==> config.mk <==
export PLATFORM = sky130hd
export DESIGN_NAME = seg_scan_driver
export DESIGN_NICKNAME = d
export VERILOG_FILES = /design/src/rtl/seg_scan_driver.sv
export SDC_FILE = /design/constraint.sdc
export NUM_CORES = 1
export LEC_CHECK = 0
export BUFFER_PORTS_ARGS = -buffer_cell sky130_fd_sc_hd__buf_2
export CAP_MARGIN = 15
export CORE_ASPECT_RATIO = 0.5
export CORE_UTILIZATION = 60
export DETAILED_ROUTE_END_ITERATION = 6
export HOLD_SLACK_MARGIN = 0.15
export PLACE_DENSITY = 0.9
export SYNTH_ARGS = -nofsm -noshare
export SYNTH_HDL_FRONTEND = slang
export SYNTH_SLANG_ARGS = --single-unit
==> constraint.sdc <==
create_clock -name clk -period 5.8 [get_ports clk]
set_input_delay 0.29 -clock clk [delete_from_list [all_inputs] [get_ports clk]]
set_output_delay 0.29 -clock clk [all_outputs]
set_load 0.02 [all_outputs]
==> src/rtl/seg_scan_driver.sv <==
`default_nettype none
// ============================================================================
// Module   : seg_scan_driver
// Purpose  : Time-multiplexed driver for an N-digit common-anode seven-segment
//            display. Per-digit values, decimal points, blank and blink masks
//            are captured once per frame into shadow registers, so the display
//            never tears. One digit is scanned per slot. The first cycle of
//            every slot keeps all anodes off to stop ghosting. Supports hex
//            glyphs, leading-zero suppression and blinking.
// Ports    : clk          system clock
//            rst_n        asynchronous active-low reset
//            digits_in    4 bits per digit, digit 0 in [3:0] (rightmost)
//            dp_in        decimal point per digit, 1 = lit
//            blank_in     1 = digit fully dark, dp included
//            blink_in     1 = digit dark during blink-off phase, dp included
//            hex_en       1 = values 10..15 drawn as A-F, 0 = drawn dark
//            lz_en        leading-zero suppression enable
//            seg          {dp,g,f,e,d,c,b,a}, active low, registered
//            an           anode enables, active low, one-hot-low, registered
//            frame_start  one-cycle pulse on the cycle the shadows load
// Revision : 1.0 - initial release
// ============================================================================
module seg_scan_driver #(
    parameter int NUM_DIGITS   = 4,
    parameter int REFRESH_DIV  = 50000,
    parameter int BLINK_FRAMES = 64
) (
    input  logic                      clk,
    input  logic                      rst_n,
    input  logic [4*NUM_DIGITS-1:0]   digits_in,
    input  logic [NUM_DIGITS-1:0]     dp_in,
    input  logic [NUM_DIGITS-1:0]     blank_in,
    input  logic [NUM_DIGITS-1:0]     blink_in,
    input  logic                      hex_en,
    input  logic                      lz_en,
    output logic [7:0]                seg,
    output logic [NUM_DIGITS-1:0]     an,
    output logic                      frame_start
);

    localparam int c_CNT_W = $clog2(REFRESH_DIV);
    localparam int c_IDX_W = $clog2(NUM_DIGITS);
    localparam int c_FRM_W = (BLINK_FRAMES > 1) ? $clog2(BLINK_FRAMES) : 1;

    localparam logic [c_CNT_W-1:0] c_CNT_LAST = c_CNT_W'(REFRESH_DIV - 1);
    localparam logic [c_IDX_W-1:0] c_IDX_LAST = c_IDX_W'(NUM_DIGITS - 1);
    localparam logic [c_FRM_W-1:0] c_FRM_LAST = c_FRM_W'(BLINK_FRAMES - 1);

    // Scan and blink state
    logic [c_CNT_W-1:0]        r_cnt;
    logic [c_IDX_W-1:0]        r_idx;
    logic [c_FRM_W-1:0]        r_frm;
    logic                      r_blink_phase;   // 1 = off phase

    // Shadow copies of the inputs, refreshed once per frame
    logic [4*NUM_DIGITS-1:0]   r_sh_digits;
    logic [NUM_DIGITS-1:0]     r_sh_dp;
    logic [NUM_DIGITS-1:0]     r_sh_blank;
    logic [NUM_DIGITS-1:0]     r_sh_blink;
    logic                      r_sh_hex;
    logic                      r_sh_lz;

    logic                      w_slot_end;
    logic                      w_frame_end;
    logic [3:0]                w_digit [NUM_DIGITS];
    logic [NUM_DIGITS-1:1]     w_zero_from;     // digit k and every digit above it are 0
    logic [NUM_DIGITS-1:1]     w_dp_above;      // some digit above k has its dp lit
    logic [NUM_DIGITS-1:0]     w_lz_mask;
    logic [3:0]                w_cur_val;
    logic                      w_dp_n;
    logic                      w_hide;
    logic [6:0]                w_glyph;
    logic [7:0]                w_seg_next;
    logic [NUM_DIGITS-1:0]     w_an_next;

    assign w_slot_end  = (r_cnt == c_CNT_LAST);
    assign w_frame_end = w_slot_end && (r_idx == c_IDX_LAST);

    // Leading-zero suppression: walk down from the most significant digit.
    // A lit dp above a digit keeps that zero visible (e.g. "0.05").
    for (genvar k = 0; k < NUM_DIGITS; k++) begin : g_digit
        assign w_digit[k] = r_sh_digits[4*k +: 4];
        if (k == 0) begin : g_lsd
            assign w_lz_mask[k] = 1'b0;
        end else begin : g_upper
            if (k == NUM_DIGITS - 1) begin : g_top
                assign w_zero_from[k] = (w_digit[k] == 4'd0);
                assign w_dp_above[k]  = 1'b0;
            end else begin : g_mid
                assign w_zero_from[k] = (w_digit[k] == 4'd0) && w_zero_from[k+1];
                assign w_dp_above[k]  = r_sh_dp[k+1] || w_dp_above[k+1];
            end
            assign w_lz_mask[k] = r_sh_lz && w_zero_from[k] && !w_dp_above[k];
        end
    end

    // Glyph for the digit currently being scanned
    always_comb begin
        w_cur_val = w_digit[r_idx];
        w_dp_n    = ~r_sh_dp[r_idx];
        w_hide    = r_sh_blank[r_idx] || (r_sh_blink[r_idx] && r_blink_phase);
        w_glyph   = 7'h7F;
        case (w_cur_val)
            4'h0: w_glyph = 7'h40;
            4'h1: w_glyph = 7'h79;
            4'h2: w_glyph = 7'h24;
            4'h3: w_glyph = 7'h30;
            4'h4: w_glyph = 7'h19;
            4'h5: w_glyph = 7'h12;
            4'h6: w_glyph = 7'h02;
            4'h7: w_glyph = 7'h78;
            4'h8: w_glyph = 7'h00;
            4'h9: w_glyph = 7'h10;
            4'hA: w_glyph = r_sh_hex ? 7'h08 : 7'h7F;
            4'hB: w_glyph = r_sh_hex ? 7'h03 : 7'h7F;
            4'hC: w_glyph = r_sh_hex ? 7'h46 : 7'h7F;
            4'hD: w_glyph = r_sh_hex ? 7'h21 : 7'h7F;
            4'hE: w_glyph = r_sh_hex ? 7'h06 : 7'h7F;
            4'hF: w_glyph = r_sh_hex ? 7'h0E : 7'h7F;
            default: w_glyph = 7'h7F;
        endcase

        if (w_hide) begin
            w_seg_next = 8'hFF;
        end else if (w_lz_mask[r_idx]) begin
            w_seg_next = {w_dp_n, 7'h7F};
        end else begin
            w_seg_next = {w_dp_n, w_glyph};
        end

        // First cycle of each slot is dark so the previous digit cannot ghost
        w_an_next = '1;
        if (r_cnt != '0) begin
            w_an_next[r_idx] = 1'b0;
        end
    end

    always_ff @(posedge clk or negedge rst_n) begin
        if (!rst_n) begin
            r_cnt         <= '0;
            r_idx         <= '0;
            r_frm         <= '0;
            r_blink_phase <= 1'b0;
            r_sh_digits   <= '0;
            r_sh_dp       <= '0;
            r_sh_blank    <= '1;
            r_sh_blink    <= '0;
            r_sh_hex      <= 1'b0;
            r_sh_lz       <= 1'b0;
            seg           <= 8'hFF;
            an            <= '1;
            frame_start   <= 1'b0;
        end else begin
            seg         <= w_seg_next;
            an          <= w_an_next;
            frame_start <= w_frame_end;

            if (w_slot_end) begin
                r_cnt <= '0;
                r_idx <= (r_idx == c_IDX_LAST) ? '0 : r_idx + 1'b1;
            end else begin
                r_cnt <= r_cnt + 1'b1;
            end

            if (w_frame_end) begin
                r_sh_digits <= digits_in;
                r_sh_dp     <= dp_in;
                r_sh_blank  <= blank_in;
                r_sh_blink  <= blink_in;
                r_sh_hex    <= hex_en;
                r_sh_lz     <= lz_en;
                if (r_frm == c_FRM_LAST) begin
                    r_frm         <= '0;
                    r_blink_phase <= ~r_blink_phase;
                end else begin
                    r_frm <= r_frm + 1'b1;
                end
            end
        end
    end

endmodule
`default_nettype wire

==> impl_results.md <==
* Status: finished clean
* Critical path fanouts, max at 11
* Synth Area in Adders at 0.0276
* Fin crit share at 0.384
* Routing usage on met3 at 0.0887
* Worst-path clk slew at 0.07 ns
* Syn Inst Count at 271
* Detailed Route WL at 6950 um
* PortBufs at 44
* Top cells by area, synth: dfrtp_1 41%, dfstp_2 13%, mux2_2 11%
* Via density at 5.95
* Post-synth ARST share at 1.00
* Top-area cell type share of the netlist area at 0.410
* Max Cap Violations at 0
* Seq. cell area at 0.00172 sq mm
* LEAKAGE at 1.64 nW
* Syn Area/Cell at 11.7 sq um
* Post-Layout Cell Count at 391
* Largest net degree at the start of global routing at 69
* Full die area at 0.00561 sq mm
* GRT busiest layer: met2
* F_max at 0.449 GHz
* Diode count at 0
* CP Class: flip-flop to flip-flop
* Worst slew pin tran at 0.829 ns
* Seq cells post-synth at 68
* Post-CTS Setup Bufs at 0
* Synth area leader: dfrtp_1
* Routed vias at 2328
* Synth Cell Area at 0.00318 sq mm
* Area Growth Syn to Fin at 14.2%
* CP required at 6.08 ns
* Complex-gate fraction of the synthesized area at 0.0666
* Worst-skew pair later-pin latency at 0.35 ns
* RSZ-0062 raised after global routing: no
* Chip width at 105 um
* Via count of the first global-routing pass at 2301
* Root Buffer: clkbuf_8
* Reg2reg end: seg[2]$_DFF_PN1_
* Row Count at 18
* Worst Hold Class: input port to asynchronous set/reset pin
* Sequential area share after synthesis at 0.542
* 1st-pass router iterations at 5
* Clk sink count at 68
* GRT met2 Usage at 0.496
* Post-synth EDFFs at 0
* Worst reg2reg setup slack at 3.57 ns
* Slowest Stage Delay on Critical Path at 0.71 ns
* Met1 Use GR at 0.314
* CP Capture Type: flip-flop
* Syn nets at 310
* HPWL after DPL at 4560 um
* I/O Pins at 45
* Synth Area in Simple Gates at 0.129
* # DRC at 0
* Final Hold Viols at 0
* Commonest non-fill, non-tap cells in the layout: 52 x dfrtp_1, 44 x buf_2, 30 x mux2_2
* Commonest non-fill, non-tap cell in the layout: dfrtp_1
* GPL Wtd Cong at 0.930
* Crit path launch type: flip-flop
* Proportion of layout cells with a drive suffix above 1 at 0.355
* First-pass GRT wire length at 11300 um
* GRT Resource Usage Total at 0.278
* Clock Tree Buf Depth at 2
* Final setup viols at 0
* Total gr overflow at 0
* Worst path slowest cell: mux4_2
* Initial detailed-routing violation count at 105
* Core Area at 0.00500 sq mm
* Critical path data arrival time at 2.51 ns
* Die height at 53.4 um
* Multi-input logic area at 0.00134 sq mm
* Post-CTS Resized at 0
* H-tree Lvls at 3
* Mux cell area share after synthesis at 0.149
* Cell Pwr Density at 265 mW/mm^2
* Post-synthesis cell type count at 42
* WL/cell at 17.8 um
* Reg2reg path depth at 4
* Worst Skew at 0.00842 ns
* WP buf/inv at 0
* Most used DFF post-synth: dfrtp_1
* Fin Setup TNS at 0 ns
* Cell family with most CP delay: multiplexers
* Filler cells at 322
* Synth Area in XOR/XNOR at 0.0496
* Critical Path, Cell by Cell: mux4_2, or2_2, a221o_1, nand2_1
* Warnings, synthesis at 0
* Placed Instances at 375
* Antenna-violating nets left at 0
* Maximum vdd drop at 0.147 mV
* Max-slew headroom at 0.447
* Initial Utilization at 0.635
* RR Startpoint: r_idx[1]$_DFFE_PN0N_
* Largest family of logic cells by synthesized area: multiplexers
* Hold buffers post-CTS at 0
* Initial antenna violation count at 0
* Final min period at 2.23 ns
* Max-slew violations at 0
* Nets at 355
* CTS tree: yes
* Cts bufs inserted at 9
stage by stage:
stage          power (mW)  hold WS, ns  worst slack (ns)  utilization  cell area [sq um]
6_report            0.961        0.132              3.57        0.725               3630
5_1_grt             0.991        0.172              3.48        0.725               3630
4_1_cts             0.966        0.159              3.55        0.725               3630
3_5_place_dp        0.574        0.463              3.60        0.686               3430
3_3_place_gp        0.569        0.446              3.72        0.686               3430
2_1_floorplan       0.542     -0.00559              3.79            -               3180
where the power goes:
| part | leakage, nW | internal (mW) | switching [mW] |
|---|---|---|---|
| clock | 0.101 | 0.222 | 0.171 |
| sequential | 0.817 | 0.493 | 0.0103 |
| combinational | 0.725 | 0.0276 | 0.0369 |
| total | 1.64 | 0.743 | 0.218 |
logic make-up after synthesis:
family,after synthesis
multiplexers,36
AND/OR/NAND/NOR,85
XOR/XNOR,18
buffers and inverters,24
AO/OA/AOI/OAI,33
adder cells (fa/ha/maj),7
flip-flops,68
cell usage after synthesis, types with 2 or more instances:
master    count
nor2b_1       2
nand2_1      22
o21ai_0      10
nor4_1        3
inv_1        12
xor2_1        9
nor2_1       23
ha_1          7
mux4_2        6
o221ai_1      2
nor3_1        4
dfrtp_1      52
buf_2         4
a21oi_1      11
nand4_1       5
clkbuf_1      5
and3_1        3
dfstp_2      16
mux2_2       30
buf_6         2
nand3_1      14
xnor2_1       9
flip-flops by register name (all words and copies together) (netlist names):
signal         count
r_sh_hex           1
r_sh_dp            4
r_sh_lz            1
r_sh_blank         4
r_cnt             16
r_sh_blink         4
an                 4
r_blink_phase      1
r_sh_digits       16
r_idx              2
frame_start        1
r_frm              6
seg                8
worst max-delay path by stage:
stage	endpoint	cells past startpoint	start	slack, ns
after floorplan	seg[2]$_DFF_PN1_	6	r_idx[1]$_DFFE_PN0N_	3.79
after global placement	seg[2]$_DFF_PN1_	4	r_idx[1]$_DFFE_PN0N_	3.72
after detailed placement	seg[2]$_DFF_PN1_	4	r_idx[1]$_DFFE_PN0N_	3.60
after CTS	seg[2]$_DFF_PN1_	4	r_idx[1]$_DFFE_PN0N_	3.55
after global routing	seg[2]$_DFF_PN1_	4	r_idx[1]$_DFFE_PN0N_	3.48
final	seg[2]$_DFF_PN1_	4	r_idx[1]$_DFFE_PN0N_	3.57
area by class of cell:
| type | instances | share of cell area |
|---|---|---|
| flip-flops and latches | 68 | 0.475 |
| multi-input cells | 179 | 0.369 |
| repair buffers | 46 | 0.0649 |
| clock buffers | 14 | 0.0448 |
| well taps | 70 | 0.0241 |
| inverters | 12 | 0.0124 |
| clock inverters | 2 | 0.00966 |
routing by layer:
metal  up-vias  share of wire
li1       1047              -
met1      1179           0.40
met2        82           0.52
met3        20          0.058
met4         0          0.026
met5         -              0
Note: power is estimated with default switching activity, not from simulation.
